--- config.mk ---
export PLATFORM = sky130hd
export DESIGN_NAME = fft_result_serializer
export DESIGN_NICKNAME = d
export VERILOG_FILES = /design/src/rtl/fft_result_serializer.sv
export SDC_FILE = /design/constraint.sdc
export NUM_CORES = 1
export LEC_CHECK = 0
export CELL_PAD_IN_SITES_DETAIL_PLACEMENT = 1
export CELL_PAD_IN_SITES_GLOBAL_PLACEMENT = 2
export CORE_ASPECT_RATIO = 1.75
export CORE_MARGIN = 2
export CORE_UTILIZATION = 30
export DETAILED_ROUTE_END_ITERATION = 12
export PLACE_DENSITY = 0.74
export SETUP_SLACK_MARGIN = 0.05
export SYNTH_ARGS = -nofsm -noshare
export SYNTH_HDL_FRONTEND = slang
export SYNTH_SLANG_ARGS = --single-unit
--- constraint.sdc ---
create_clock -name clk -period 50.1 [get_ports clk]
set_input_delay 7.515 -clock clk [delete_from_list [all_inputs] [get_ports clk]]
set_output_delay 7.515 -clock clk [all_outputs]
set_load 0.02 [all_outputs]
--- src/rtl/fft_result_serializer.sv ---
// fft_result_serializer
//
// Converts one parallel 8-point complex FFT result frame into a serial stream
// using a valid/ready handshake. There are two frame buffers:
//   ACTIVE  - the frame being streamed, one sample per accepted beat
//   PENDING - one frame of look-ahead. A frame that arrives while ACTIVE is
//             still streaming waits here.
// If a frame arrives while PENDING is already full, that frame is dropped and
// the sticky overflow flag is set.
//
// Optional feature (compile-time macro):
//   FFT_SER_SCALE_EN - out_real/out_imag are the stored words arithmetic-shifted
//                      right by 3 (1/8 IFFT normalisation). Storage stays full
//                      width. When the macro is undefined, words pass through
//                      unmodified.
//
// Ports:
//   clk                          single clock, rising edge
//   rst                          asynchronous, active-high reset
//   in_d1_real..in_d8_real       signed real words, word k is frame index k-1
//   in_d1_imag..in_d8_imag       signed imaginary words
//   in_ready                     frame strobe from the butterfly stage (`funEnable)
//   out_real, out_imag           serial sample ACTIVE[index]
//   out_valid                    high exactly while streaming
//   out_ready                    downstream accepts the current beat
//   out_index                    sample index 0..7
//   out_last                     current beat is index 7
//   busy                         streaming, or a frame is held in PENDING
//   overflow                     sticky flag set when a frame is dropped
//   ovf_clr                      synchronous clear of overflow

`ifndef instWidth
`define instWidth 16
`endif

module fft_result_serializer #(
    parameter int unsigned DATA_W = `instWidth
) (
    input  logic                     clk,
    input  logic                     rst,

    input  logic signed [DATA_W-1:0] in_d1_real,
    input  logic signed [DATA_W-1:0] in_d2_real,
    input  logic signed [DATA_W-1:0] in_d3_real,
    input  logic signed [DATA_W-1:0] in_d4_real,
    input  logic signed [DATA_W-1:0] in_d5_real,
    input  logic signed [DATA_W-1:0] in_d6_real,
    input  logic signed [DATA_W-1:0] in_d7_real,
    input  logic signed [DATA_W-1:0] in_d8_real,
    input  logic signed [DATA_W-1:0] in_d1_imag,
    input  logic signed [DATA_W-1:0] in_d2_imag,
    input  logic signed [DATA_W-1:0] in_d3_imag,
    input  logic signed [DATA_W-1:0] in_d4_imag,
    input  logic signed [DATA_W-1:0] in_d5_imag,
    input  logic signed [DATA_W-1:0] in_d6_imag,
    input  logic signed [DATA_W-1:0] in_d7_imag,
    input  logic signed [DATA_W-1:0] in_d8_imag,
    input  logic                     in_ready,

    output logic signed [DATA_W-1:0] out_real,
    output logic signed [DATA_W-1:0] out_imag,
    output logic                     out_valid,
    input  logic                     out_ready,
    output logic [2:0]               out_index,
    output logic                     out_last,

    output logic                     busy,
    output logic                     overflow,
    input  logic                     ovf_clr
);

    typedef enum logic [0:0] {
        StIdle,
        StStream
    } state_e;

    state_e                   state_q;
    logic [2:0]               idx_q;
    logic                     pnd_full_q;
    logic                     overflow_q;

    logic signed [DATA_W-1:0] act_re_q [8];
    logic signed [DATA_W-1:0] act_im_q [8];
    logic signed [DATA_W-1:0] pnd_re_q [8];
    logic signed [DATA_W-1:0] pnd_im_q [8];

    // Input frame gathered into arrays so that a whole frame can be copied in one assignment.
    logic signed [DATA_W-1:0] in_re [8];
    logic signed [DATA_W-1:0] in_im [8];

    logic streaming;
    logic beat;
    logic last_beat;
    logic drop;

    always_comb begin
        in_re[0] = in_d1_real;
        in_re[1] = in_d2_real;
        in_re[2] = in_d3_real;
        in_re[3] = in_d4_real;
        in_re[4] = in_d5_real;
        in_re[5] = in_d6_real;
        in_re[6] = in_d7_real;
        in_re[7] = in_d8_real;
        in_im[0] = in_d1_imag;
        in_im[1] = in_d2_imag;
        in_im[2] = in_d3_imag;
        in_im[3] = in_d4_imag;
        in_im[4] = in_d5_imag;
        in_im[5] = in_d6_imag;
        in_im[6] = in_d7_imag;
        in_im[7] = in_d8_imag;
    end

    always_comb begin
        streaming = (state_q == StStream);
        beat      = streaming && out_ready;
        last_beat = beat && (idx_q == 3'd7);
        // On the last beat, PENDING is emptied by promotion, so a new frame always has room.
        drop      = streaming && in_ready && !last_beat && pnd_full_q;
    end

    always_ff @(posedge clk or posedge rst) begin
        if (rst) begin
            state_q    <= StIdle;
            idx_q      <= 3'd0;
            pnd_full_q <= 1'b0;
            overflow_q <= 1'b0;
            for (int i = 0; i < 8; i++) begin
                act_re_q[i] <= '0;
                act_im_q[i] <= '0;
                pnd_re_q[i] <= '0;
                pnd_im_q[i] <= '0;
            end
        end else begin
            // A drop in the same cycle as ovf_clr takes priority, so no event is lost.
            if (drop) begin
                overflow_q <= 1'b1;
            end else if (ovf_clr) begin
                overflow_q <= 1'b0;
            end

            unique case (state_q)
                StIdle: begin
                    if (in_ready) begin
                        act_re_q <= in_re;
                        act_im_q <= in_im;
                        idx_q    <= 3'd0;
                        state_q  <= StStream;
                    end
                end

                StStream: begin
                    if (last_beat) begin
                        idx_q <= 3'd0;
                        if (pnd_full_q) begin
                            // Promote PENDING. A frame arriving now refills PENDING.
                            act_re_q <= pnd_re_q;
                            act_im_q <= pnd_im_q;
                            if (in_ready) begin
                                pnd_re_q <= in_re;
                                pnd_im_q <= in_im;
                            end else begin
                                pnd_full_q <= 1'b0;
                            end
                        end else if (in_ready) begin
                            // A new frame goes directly into ACTIVE, so there is no bubble cycle.
                            act_re_q <= in_re;
                            act_im_q <= in_im;
                        end else begin
                            state_q <= StIdle;
                        end
                    end else begin
                        if (beat) begin
                            idx_q <= idx_q + 3'd1;
                        end
                        if (in_ready && !pnd_full_q) begin
                            pnd_re_q   <= in_re;
                            pnd_im_q   <= in_im;
                            pnd_full_q <= 1'b1;
                        end
                    end
                end

                default: begin
                    state_q <= StIdle;
                end
            endcase
        end
    end

    always_comb begin
`ifdef FFT_SER_SCALE_EN
        // Arithmetic shift gives floor(x / 8) for both signs.
        out_real = act_re_q[idx_q] >>> 3;
        out_imag = act_im_q[idx_q] >>> 3;
`else
        out_real = act_re_q[idx_q];
        out_imag = act_im_q[idx_q];
`endif
        out_valid = streaming;
        out_index = idx_q;
        out_last  = streaming && (idx_q == 3'd7);
        busy      = streaming || pnd_full_q;
        overflow  = overflow_q;
    end

endmodule

# == Yosys cells after proc, flatten, opt, wreduce, memory -nomap -nowiden ==
# Index checks and enable logic that the tools add are counted.
# classes
addsub,1
order_cmp,1
eq_ne,6
muxes,35
n_bitwise,2
n_reduce_logical,15
# ops
operator,n
$mux 128,14
$pmux 128 s2,2
$bmux 16 s3,2
$mux 16,4
$mux 3,3
$mux 1,8
$logic_and 1x1->1,7
$ne 2x2->1 const B,3
$pmux 3 s2,1
$ge 4x4->1 const B,1
$not 3->4,1
$reduce_and 2->1,2
$reduce_and 4->1,1
$reduce_bool 2->1,2
$add 3x1->3 const B,1
$eq 3x3->1 const B,1
$ne 3x1->1 const B,1
$logic_not 1->1,2
$ne 2x1->1 const B,1
$pmux 1 s2,1
$logic_or 1x1->1,1
$not 1->1,1
# word_totals
reg_bits,518
input_bits,261
output_inout_bits,39
word_cells,96

# == Depth between registers and ports, before layout ==
# logic_depth
word_depth,6
ltp_mapped,8
ltp_nobuf,5

# == Least setup slack after synthesis ==
# OpenSTA, ideal clock, no wires.
# synth_timing
kind,reg2out
from,"reg idx_q[0], in the netlist out_index[0]"
to,out out_imag[10]
t_arrival_ns,1.827
setup_slack_ns,40.758
path_stages_with_launch,5
path_buffers,2
path_cell_list,dfrtp_1 > buf_4 > buf_2 > mux4_2 > mux2_2
# synth_between
elab_chain_cells,4
# synth_lines
element,line,source
from (decl),78,logic [2:0] idx_q;
from (signal assigned),175,idx_q <= idx_q + 3'd1;
$not 3->4 (not written as such),199,out_imag = act_im_q[idx_q];
$bmux 16 s3,199,
$mux 16 (not written as such) (2 in series),199,
to (decl),61,"output logic signed [DATA_W-1:0] out_imag,"
# No other way between the ends. The select of a mux whose other input is x is not followed.

# == Worst setup path after layout ==
# layout_timing
from,"reg idx_q[0], in the netlist out_index[0]"
to,out out_real[13]
# layout_between
elab_chain_cells,4
# layout_lines
element,line,source
$not 3->4 (not written as such),198,out_real = act_re_q[idx_q];
$bmux 16 s3,198,
$mux 16 (not written as such) (2 in series),198,
to (decl),60,"output logic signed [DATA_W-1:0] out_real,"
# No other way between the ends. The select of a mux whose other input is x is not followed.

==> results.sh <==
export IMPL_syn_nets=1836
export IMPL_r2r_setup_slack_ns=45.67
export IMPL_overflow=0
export IMPL_grt_use_total_pct=19.03
export IMPL_fmax_mhz=89.15
export IMPL_cts_max_level=2
export IMPL_avgSynthCellArea_sq_um=14.78
export IMPL_switching_share_pct=33.02
export IMPL_gp_congestion=0.7888
export IMPL_synthCells=1573
export IMPL_final_min_clock_period_ns=11.22
export IMPL_final_common_cell="dfrtp_1"
export IMPL_cts_max_path_buffers=3
export IMPL_die_y_um=372.3
export IMPL_initial_core_util_pct=30.19
export IMPL_die_w_um=214.5
export IMPL_io_pins=300
export IMPL_cts_sinks=518
export IMPL_cp_data_arrival_time_ns=3.70
export IMPL_hold_viol_final=0
export IMPL_hpwl_um=51190
export IMPL_routedWlPerCell_um=26.52
export IMPL_worstPathMaxFanout=39
export IMPL_p_leak_nw=11.28
export IMPL_power_frac_clock_pct=21.2
export IMPL_grt_pass1_wl_um=114300
export IMPL_avgViaCountPerCell=5.316
export IMPL_final_cells=2863
export IMPL_cap_viol_max_count=0
export IMPL_r2r_cells=6
export IMPL_comb_power_share_pct=36.5
export IMPL_grt_max_degree=181
export IMPL_ctsResizeCount=0
export IMPL_nFillCells=7954
export IMPL_hold_path_depth=1
export IMPL_report_final_setup_viol=0
export IMPL_die_area_sq_mm=0.07985
export IMPL_p_per_area_mw_per_mm2=65.64
export IMPL_synth_edf_count=0
export IMPL_ys_types=30
export IMPL_switching_power_mw=0.6206
export IMPL_clk_pin_slew_ns=0.07
export IMPL_drtPass1Iterations=4
export IMPL_antenna_left=0
export IMPL_reg2reg_to="act_re_q[121]"
export IMPL_clk_latency_ns=0.61
export IMPL_netlist_area_sq_mm=0.02325
export IMPL_power_mw=1.880
export IMPL_drive_gt1_share_pct=31.54
export IMPL_numCtsBuffers=53
export IMPL_min_to="pnd_re_q[38]"
export IMPL_hold_start="pnd_re_q[38]"
export IMPL_placementRows=135
export IMPL_portBuffers=299
export IMPL_cts_tree="done"
export IMPL_cts_root_buffer="clkbuf_16"
export IMPL_critPathKind="register to output pin"
export IMPL_layout_common_cells="515 x dfrtp_1, 299 x clkdlybuf4s50_1, 288 x mux2_2"
export IMPL_tightest_slew_ns=1.187
export IMPL_p_int_mw=1.259
export IMPL_async_flop_share_pct=100.0
export IMPL_clock_skew_ns=0.02735
export IMPL_min_path_type="register to register"
export IMPL_period_share_pct=22.39
export IMPL_post_cts_buffers=0
export IMPL_placed_cells=2758
export IMPL_cts_hold_buf=0
export IMPL_ys_ff_latch=518
export IMPL_first_iter_violations=764
export IMPL_status="finished clean"
export IMPL_finish_utilization_pct=37.18
export IMPL_required_ns=42.59
export IMPL_fp_coreArea_sq_mm=0.07702
export IMPL_dr_total_vias=15219
export IMPL_critPathCaptureType="output pin"
export IMPL_start_kind="register"
export IMPL_r2r_start="out_index[1]"
export IMPL_syn2layout_area_growth_pct=23.16
export IMPL_relSlewSlack_pct=20.89
export IMPL_seq_power_share_pct=42.3
export IMPL_peakVddDrop_mv=0.03863
export IMPL_wl_um=75940
export IMPL_synthFlopType="dfrtp_1"
export IMPL_synth_warning_count=0
export IMPL_drc=0
export IMPL_nNetsFinal=2049
export IMPL_first_global_vias=16948
export IMPL_rsz0062_at_grt="no"
export IMPL_tns_ns=0
export IMPL_maxSlewViolCount=0
export IMPL_antenna_found_initial=28
export IMPL_synth_seq_area_share_pct=55.74
==> cell usage after synthesis, types with 2 or more instances <==
master / count / share of area (%)
buf_2: 24 / 0.52
buf_1: 16 / 0.26
a2bb2oi_2: 110 / 7.1
clkbuf_1: 65 / 1.0
a32o_1: 2 / 0.086
nand2_1: 2 / 0.032
nand3_1: 3 / 0.065
inv_1: 5 / 0.081
dfrtp_1: 518 / 56
a2bb2oi_1: 145 / 5.5
mux4_2: 64 / 6.2
buf_4: 51 / 1.6
o22ai_1: 257 / 6.9
mux2_2: 288 / 14
a21oi_1: 2 / 0.043
ha_1: 2 / 0.11
buf_6: 5 / 0.24
nor2_1: 2 / 0.032
==> through the flow <==
stage / setup WS, ns / instance area, sq um / hold slack, ns
after floorplan: 28.12 / 23250 / 0.4652
after global placement: 39.19 / 26890 / 0.4832
after detailed placement: 39.02 / 26890 / 0.4958
after CTS: 38.73 / 28620 / 0.5110
after global routing: 38.59 / 28630 / 0.5156
final: 38.88 / 28640 / 0.5056
==> cells by family after synthesis <==
logic type      share of synthesized area [%]
mux                                     20.19
compound gates                          19.96
buf+inv                                 3.793
fa+ha+maj                              0.1076
simple gates                           0.2099
flops                                   55.74
==> power groups by stage <==
stage / clock network, mW / logic [mW] / registers [mW]
after floorplan: 0 / 0.508 / 0.718
after global placement: 0 / 0.674 / 0.792
after detailed placement: 0 / 0.691 / 0.803
after CTS: 0.414 / 0.696 / 0.798
after global routing: 0.428 / 0.734 / 0.821
final: 0.399 / 0.686 / 0.795
==> state kept, by name, summed over array words and instances, names as in the netlist <==
| name | count |
|---|---|
| act_im_q | 128 |
| act_re_q | 128 |
| pnd_im_q | 128 |
| pnd_re_q | 128 |
| out_index | 3 |
| out_valid | 1 |
| overflow | 1 |
| pnd_full_q | 1 |
==> routing by layer <==
layer  vias to the layer above  track usage (%)  wire (um)
li1                       6666                -          -
met1                      8055            21.17      28340
met2                       343            34.61      40200
met3                       129            4.545       4129
met4                        26            8.200       3127
met5                         -                0        142
==> worst max path at each step <==
stage,endpoint,from,cells past startpoint,slack (ns)
3_5_place_dp,act_re_q[117],out_ready,5,39.02
6_report,out_real[13],out_index[0],4,38.88
3_3_place_gp,act_re_q[114],out_ready,5,39.19
5_1_grt,out_real[14],out_index[0],4,38.59
2_1_floorplan,act_im_q[0],rst,1,28.12
4_1_cts,out_real[13],out_index[0],4,38.73
==> critical path, stage by stage, from the launching register on <==
cell,delay (ns)
dfrtp_4,0.98
buf_4,0.60
mux4_2,0.58
mux2_2,0.32
clkdlybuf4s50_1,0.59
==> final cells by class <==
type                            instances  area [sq um]  share of cell area [%]
Antenna cell                           10         25.02                 0.08737
Clock buffer                           75          1530                   5.343
Clock inverter                         20         191.4                  0.6684
Inverter                                5         26.28                 0.09174
Multi-Input combinational cell        889          9444                   32.97
Sequential cell                       518         12970                   45.29
Tap cell                             1027          1285                   4.486
Timing Repair Buffer                  319          3168                   11.06
No activity file was read; power rests on OpenSTA's default activity.
